[config.mk]
export PLATFORM = sky130hd
export DESIGN_NAME = shift_register_prog_delay_flat
export DESIGN_NICKNAME = d
export VERILOG_FILES = /design/src/rtl/shift_register_prog_delay_if.sv /design/src/rtl/shift_register_prog_delay.sv /design/src/flat_wrapper.sv
export SDC_FILE = /design/constraint.sdc
export NUM_CORES = 2
export LEC_CHECK = 0
export ABC_CLOCK_PERIOD_IN_PS = 2600
export CORE_UTILIZATION = 54
export DETAILED_ROUTE_END_ITERATION = 10
export GPL_TIMING_DRIVEN = 0
export HOLD_SLACK_MARGIN = 0.03
export PLACE_DENSITY_LB_ADDON = 0.2
export SYNTH_ARGS = -nofsm -noshare
export SYNTH_HDL_FRONTEND = slang
export SYNTH_SLANG_ARGS = --single-unit
[constraint.sdc]
create_clock -name clk -period 2.6 [get_ports clk]
set_input_delay 0.65 -clock clk [delete_from_list [all_inputs] [get_ports clk]]
set_output_delay 0.65 -clock clk [all_outputs]
set_load 0.005 [all_outputs]
[src/rtl/shift_register_prog_delay_if.sv]
// Bundle of the delay-line control, input and output signals.
// The master side (producer/controller) drives the inputs; the slave side is the delay line.
interface shift_register_prog_delay_if #(
  parameter int WIDTH = 256,
  parameter int DLY_W = 4
);
  logic             en;
  logic             flush;
  logic             dly_load;
  logic [DLY_W-1:0] dly_sel;
  logic             in_valid;
  logic             in_last;
  logic [WIDTH-1:0] in_data;
  logic             out_valid;
  logic             out_last;
  logic [WIDTH-1:0] out_data;
  logic [DLY_W-1:0] cur_dly;
  logic             dly_pending;
  logic [DLY_W-1:0] in_flight;

  modport master (
    output en, flush, dly_load, dly_sel, in_valid, in_last, in_data,
    input  out_valid, out_last, out_data, cur_dly, dly_pending, in_flight
  );

  modport slave (
    input  en, flush, dly_load, dly_sel, in_valid, in_last, in_data,
    output out_valid, out_last, out_data, cur_dly, dly_pending, in_flight
  );
endinterface

[src/rtl/shift_register_prog_delay.sv]
// Programmable-latency, stallable delay line with valid and frame-last sidebands.
// The output tap is selected by cur_dly; a new delay is only switched in once the
// active part of the pipeline is empty, so no word is duplicated or dropped.
module shift_register_prog_delay #(
  parameter int WIDTH = 256,
  parameter int DEPTH = 10,
  parameter int DLY_W = $clog2(DEPTH + 1)
) (
  input logic                        clk,
  input logic                        rst,
  shift_register_prog_delay_if.slave bus
);

  localparam logic [0:0]       ST_IDLE = 1'b0;
  localparam logic [0:0]       ST_WAIT = 1'b1;
  localparam logic [DLY_W-1:0] DEPTH_C = DLY_W'(DEPTH);

  logic [DEPTH-1:0] valid_q, valid_d;
  logic [DEPTH-1:0] last_q, last_d;
  logic [WIDTH-1:0] data_q [DEPTH];
  logic [0:0]       state_q, state_d;
  logic [DLY_W-1:0] cur_dly_q, cur_dly_d;
  logic [DLY_W-1:0] pend_dly_q, pend_dly_d;
  logic [DLY_W-1:0] in_flight_q, in_flight_d;

  logic             in_vld_eff;
  logic             tap_valid;
  logic             tap_last;
  logic [WIDTH-1:0] tap_data;
  logic             apply_c;
  logic [DLY_W-1:0] sel_clamped;

  // Map an out-of-range delay request onto the legal range 1..DEPTH.
  function automatic logic [DLY_W-1:0] clamp_dly(input logic [DLY_W-1:0] sel);
    if (sel == '0) return DLY_W'(1);
    if (sel > DEPTH_C) return DEPTH_C;
    return sel;
  endfunction

  // A stalled pipeline ignores in_valid entirely.
  assign in_vld_eff  = bus.in_valid & bus.en;
  assign sel_clamped = clamp_dly(bus.dly_sel);

  // Switch delay only when the counted stages are empty and nothing enters this cycle;
  // flush has priority and defers the switch to the following edge.
  assign apply_c = (state_q == ST_WAIT) && (in_flight_q == '0) && !in_vld_eff && !bus.flush;

  // Output tap mux: stage cur_dly-1 drives the outputs directly.
  always_comb begin
    tap_valid = 1'b0;
    tap_last  = 1'b0;
    tap_data  = data_q[0];
    for (int i = 0; i < DEPTH; i++) begin
      if (DLY_W'(i + 1) == cur_dly_q) begin
        tap_valid = valid_q[i];
        tap_last  = last_q[i];
        tap_data  = data_q[i];
      end
    end
  end

  // Control next-state: flush, then delay apply, then normal shift/count.
  always_comb begin
    valid_d     = valid_q;
    last_d      = last_q;
    state_d     = state_q;
    cur_dly_d   = cur_dly_q;
    pend_dly_d  = pend_dly_q;
    in_flight_d = in_flight_q;
    if (bus.flush) begin
      valid_d     = '0;
      last_d      = '0;
      in_flight_d = '0;
      if (bus.dly_load) begin
        pend_dly_d = sel_clamped;
        state_d    = ST_WAIT;
      end
    end else if (apply_c) begin
      // Stages past the old tap may still hold already-emitted words; drop them so a
      // longer delay cannot re-emit them. The counted range is empty, so the count is 0.
      cur_dly_d   = bus.dly_load ? sel_clamped : pend_dly_q;
      state_d     = ST_IDLE;
      valid_d     = '0;
      last_d      = '0;
      in_flight_d = '0;
    end else begin
      if (bus.dly_load) begin
        pend_dly_d = sel_clamped;
        state_d    = ST_WAIT;
      end
      if (bus.en) begin
        valid_d     = {valid_q[DEPTH-2:0], in_vld_eff};
        last_d      = {last_q[DEPTH-2:0], in_vld_eff & bus.in_last};
        in_flight_d = in_flight_q + DLY_W'(in_vld_eff) - DLY_W'(tap_valid);
      end
    end
  end

  // Control registers with synchronous active-low reset.
  always_ff @(posedge clk) begin
    if (!rst) begin
      valid_q     <= '0;
      last_q      <= '0;
      state_q     <= ST_IDLE;
      cur_dly_q   <= DEPTH_C;
      pend_dly_q  <= DEPTH_C;
      in_flight_q <= '0;
    end else begin
      valid_q     <= valid_d;
      last_q      <= last_d;
      state_q     <= state_d;
      cur_dly_q   <= cur_dly_d;
      pend_dly_q  <= pend_dly_d;
      in_flight_q <= in_flight_d;
    end
  end

  // Data stages: shift on enable, never reset (qualified by the valid bits).
  always_ff @(posedge clk) begin
    if (bus.en) begin
      data_q[0] <= bus.in_data;
      for (int i = 1; i < DEPTH; i++) begin
        data_q[i] <= data_q[i-1];
      end
    end
  end

  assign bus.out_valid   = tap_valid;
  assign bus.out_last    = tap_valid & tap_last;
  assign bus.out_data    = tap_data;
  assign bus.cur_dly     = cur_dly_q;
  assign bus.dly_pending = (state_q == ST_WAIT);
  assign bus.in_flight   = in_flight_q;

endmodule

[src/flat_wrapper.sv]
// flat-port wrapper written by rule: the top's interface ports become plain ports
module shift_register_prog_delay_flat 
#(
  parameter int WIDTH = 256,
  parameter int DEPTH = 10,
  parameter int DLY_W = $clog2(DEPTH + 1)
)
  (clk, rst, bus_en, bus_flush, bus_dly_load, bus_dly_sel, bus_in_valid, bus_in_last, bus_in_data, bus_out_valid, bus_out_last, bus_out_data, bus_cur_dly, bus_dly_pending, bus_in_flight);
  shift_register_prog_delay_if #(.WIDTH(WIDTH), .DLY_W(DLY_W)) bus_i ();
  input logic clk;
  input logic rst;
  input wire logic [$bits(bus_i.en)-1:0] bus_en;
  input wire logic [$bits(bus_i.flush)-1:0] bus_flush;
  input wire logic [$bits(bus_i.dly_load)-1:0] bus_dly_load;
  input wire logic [$bits(bus_i.dly_sel)-1:0] bus_dly_sel;
  input wire logic [$bits(bus_i.in_valid)-1:0] bus_in_valid;
  input wire logic [$bits(bus_i.in_last)-1:0] bus_in_last;
  input wire logic [$bits(bus_i.in_data)-1:0] bus_in_data;
  output wire logic [$bits(bus_i.out_valid)-1:0] bus_out_valid;
  output wire logic [$bits(bus_i.out_last)-1:0] bus_out_last;
  output wire logic [$bits(bus_i.out_data)-1:0] bus_out_data;
  output wire logic [$bits(bus_i.cur_dly)-1:0] bus_cur_dly;
  output wire logic [$bits(bus_i.dly_pending)-1:0] bus_dly_pending;
  output wire logic [$bits(bus_i.in_flight)-1:0] bus_in_flight;
  assign bus_i.en = bus_en;
  assign bus_i.flush = bus_flush;
  assign bus_i.dly_load = bus_dly_load;
  assign bus_i.dly_sel = bus_dly_sel;
  assign bus_i.in_valid = bus_in_valid;
  assign bus_i.in_last = bus_in_last;
  assign bus_i.in_data = bus_in_data;
  assign bus_out_valid = bus_i.out_valid;
  assign bus_out_last = bus_i.out_last;
  assign bus_out_data = bus_i.out_data;
  assign bus_cur_dly = bus_i.cur_dly;
  assign bus_dly_pending = bus_i.dly_pending;
  assign bus_in_flight = bus_i.in_flight;
  shift_register_prog_delay #(.WIDTH(WIDTH), .DEPTH(DEPTH), .DLY_W(DLY_W)) u_core (.clk(clk), .rst(rst), .bus(bus_i));
endmodule
==> results_dict.tcl <==
set metrics [dict create \
    status "finished with violations" \
    violations "setup timing" \
    final_common_cell "edfxtp_1" \
    wl_microns 295000 \
    synth_top_area_share_pct 74.2 \
    seq_area_sq_mm 0.0775 \
    ys_seq_area_share_pct 74.8 \
    synthTopCellsByArea "edfxtp_1 (74%), o21ai_0 (3.2%), o22ai_1 (2.4%), o211ai_1 (1.7%), mux2i_1 (1.6%)" \
    crit_type "register to output port" \
    worstPathRequired_ps 1950 \
    syn_nets 7233 \
    slew_headroom_pct 19.7 \
    core-area_sq_mm 0.190 \
    portBuffers 532 \
    synth_seq_cells 2593 \
    place_ws_ps -2410 \
    clk_pin_slew_ps 60 \
    power.density_mw_per_mm2 748 \
    rows 160 \
    finClkSkew_ps 41.6 \
    dp.cells 10000 \
    ir_drop_v 0.000707 \
    holdWs_ps 164 \
    htree_levels 5 \
    setup_slack_ps -1360 \
    finalCoreUtilization_pct 66.7 \
    max_freq_mhz 253 \
    vias 67300 \
    tns_ps -632260 \
    drtAntennaViolNets 0 \
    p_switching_mw 21.6 \
    synth-edff-count 2560 \
    first_global_vias 66200 \
    hold_violations 0 \
    ys_async_sr_fraction_pct 0 \
    power.total_mw 94.9 \
    drv_slew 0 \
    min_from "bus_dly_load" \
    fp.dieW_microns 440 \
    reg2reg_from "u_core.bus.cur_dly[2]$_SDFFE_PN0P_" \
    viasPerCell 6.35 \
    placed_area_sq_mm 0.113 \
    cts_num_sinks 2593 \
    insertion_delay_ps 930 \
    die_h_microns 440 \
    first_pass_iters 6 \
    seqPwrFrac_pct 53.1 \
    synth_top_area_cell "edfxtp_1" \
    cts_tree "built" \
    n_fill_cell 13100 \
    startpoint_type "register" \
    timing.rr.end "u_core.bus.in_flight[2]$_SDFFE_PP0P_" \
    combPwrFrac_pct 7.4 \
    yosysUniqueCellTypes 71 \
    multi_input_area_sq_mm 0.0258 \
    finalNetCount 8166 \
    critPathArrivalTime_ps 3310 \
    root_buffer "clkbuf_16" \
    synthToLayoutAreaGrowth_pct 22.4 \
    setup-violations-final 1120 \
    cts_buffers 286 \
    drive_gt1_share_pct 21.4 \
    pin_count 534 \
    finalCritPeriodShare_pct 152 \
    design_area_sq_mm 0.127 \
    final_cell_mix "edfxtp_1 (2560), o21ai_0 (601), nand2_1 (369)" \
    tightest_slew_ps 1200 \
    grtUsageTotal_pct 29.6 \
    grt-ovfl-total 0 \
    antenna_found_initial 30 \
    synth_ff_type "edfxtp_1" \
    sw_frac_of_total_pct 22.7 \
    grt_setup_unrepaired "yes" \
    dieArea_sq_mm 0.194 \
    grt_pass1_wl_microns 425000 \
    clockPowerShare_pct 39.5 \
    leakage_nw 43.7 \
    floorplan.initialDensity_pct 54.4 \
    syn_area_sq_mm 0.104 \
    final_cells 10600 \
    endpoint_kind "output port" \
    grt_start_max_net_pins 204 \
    syn_inst 6960 \
    routabilityCongestion 0.906 \
    wl_per_cell_microns 27.8 \
    cap_violations 0 \
    hold_depth 3 \
    p_int_mw 73.3 \
    hold_class "input port to register" \
    post-route-min-period_ps 3960 \
    hold-path-endpoint "u_core.bus.dly_pending$_SDFF_PN0_" \
    yosys_warnings 0 \
    cp_max_fo 7 \
    drcViolationCount 0 \
    drt_iter0_drc 8745 \
    reg2reg_setup_slack_ps -610 \
    clockBufferDepth 4 \
    dp_hpwl_microns 193000 \
    postSynthAreaPerCell_sq_um 14.9 \
    reg2regPathDepth 14 \
]
-- worst max-delay path by stage --
stage | startpoint | end | cells past startpoint
6_report | u_core.bus.cur_dly[1]$_SDFFE_PN1P_ | bus_out_data[2] | 11
5_1_grt | u_core.bus.cur_dly[1]$_SDFFE_PN1P_ | bus_out_data[76] | 11
4_1_cts | u_core.bus.cur_dly[1]$_SDFFE_PN1P_ | bus_out_data[253] | 11
3_5_place_dp | u_core.bus.cur_dly[2]$_SDFFE_PN0P_ | bus_out_data[254] | 9
3_3_place_gp | bus_en | u_core.data_q[7][103]$_DFFE_PP_ | 1
2_1_floorplan | u_core.bus.cur_dly[1]$_SDFFE_PN1P_ | u_core.bus.in_flight[1]$_SDFFE_PP0P_ | 14
-- timing repair --
item / 4_1_cts / 5_1_grt
setup buffers: 75 / 20
hold endpoints to repair: 0 / 0
setup endpoints to repair: 1068 / 1136
pin swaps: 198 / 146
hold buffers: 0 / 0
gates cloned: 9 / 7
resized for setup: 1681 / 593
-- registers in the layout, summed over array words and instances (netlist names) --
name / count
u_core.bus.cur_dly: 4
u_core.data_q: 2560
u_core.last_q: 10
u_core.bus.dly_pending: 1
u_core.pend_dly_q: 4
u_core.bus.in_flight: 4
u_core.valid_q: 10
-- synthesized netlist by cell type, types with 3 or more instances --
| master | number |
|---|---|
| edfxtp_1 | 2560 |
| o211ai_1 | 228 |
| o21ai_0 | 662 |
| a211oi_1 | 55 |
| a221o_1 | 45 |
| o31ai_1 | 104 |
| o32a_1 | 6 |
| nand3_1 | 7 |
| o221ai_1 | 8 |
| nand2b_1 | 7 |
| nor2b_1 | 171 |
| a22oi_1 | 136 |
| nand3b_1 | 3 |
| nand2_1 | 377 |
| ha_1 | 5 |
| a311o_1 | 104 |
| o21ai_1 | 131 |
| o2111ai_1 | 70 |
| a21oi_1 | 328 |
| or3_1 | 15 |
| or3b_1 | 3 |
| buf_1 | 37 |
| o311a_1 | 14 |
| o22ai_1 | 400 |
| o211ai_2 | 19 |
| mux2i_1 | 167 |
| buf_2 | 186 |
| nor3b_1 | 20 |
| nor3_1 | 100 |
| a22o_1 | 19 |
| buf_6 | 11 |
| mux2_2 | 137 |
| a221oi_1 | 14 |
| inv_1 | 114 |
| o311ai_0 | 14 |
| o41ai_1 | 6 |
| dfxtp_1 | 33 |
| nor2_1 | 277 |
| clkbuf_1 | 297 |
| buf_4 | 30 |
-- logic make-up after synthesis --
logic type      synth area share [%]
flops                           74.8
compound gates                  14.7
simple gates                    4.43
buf+inv                         2.87
mux                             3.10
fa+ha+maj                     0.0893
xor+xnor                      0.0169
-- per-layer routing --
metal  global-route usage [%]  part of all wire (%)
met3                     4.93                   7.9
met4                     17.8                   6.3
met5                        0                 0.022
met1                     39.5                    39
met2                     46.0                    47
-- power groups by stage --
stage | logic [mW] | clock network [mW] | registers (mW)
after floorplan | 2.58 | 0 | 50.5
after global placement | 4.36 | 0 | 50.0
after detailed placement | 6.36 | 0 | 51.1
after CTS | 6.71 | 37.9 | 50.3
after global routing | 7.39 | 39.4 | 50.6
final | 7.00 | 37.5 | 50.4
-- critical path, stage by stage, from the launching register on --
cell	delay (ps)
dfxtp_4	360
buf_12	150
buf_12	150
buf_16	150
nand3b_1	170
buf_6	160
buf_6	150
o22ai_1	100
a22oi_1	210
o2111ai_2	180
a21oi_4	290
dlygate4sd2_1	270
-- final cells by class --
class / count / area share (%)
Antenna cell: 11 / 0.0217
Multi-Input combinational cell: 3690 / 20.3
Buffer: 549 / 3.96
Tap cell: 2511 / 2.48
Clock buffer: 361 / 6.00
Sequential cell: 2593 / 61.1
Clock inverter: 113 / 0.601
Inverter: 116 / 0.352
Timing Repair Buffer: 657 / 5.14
Power figures use the tool's default switching activity.
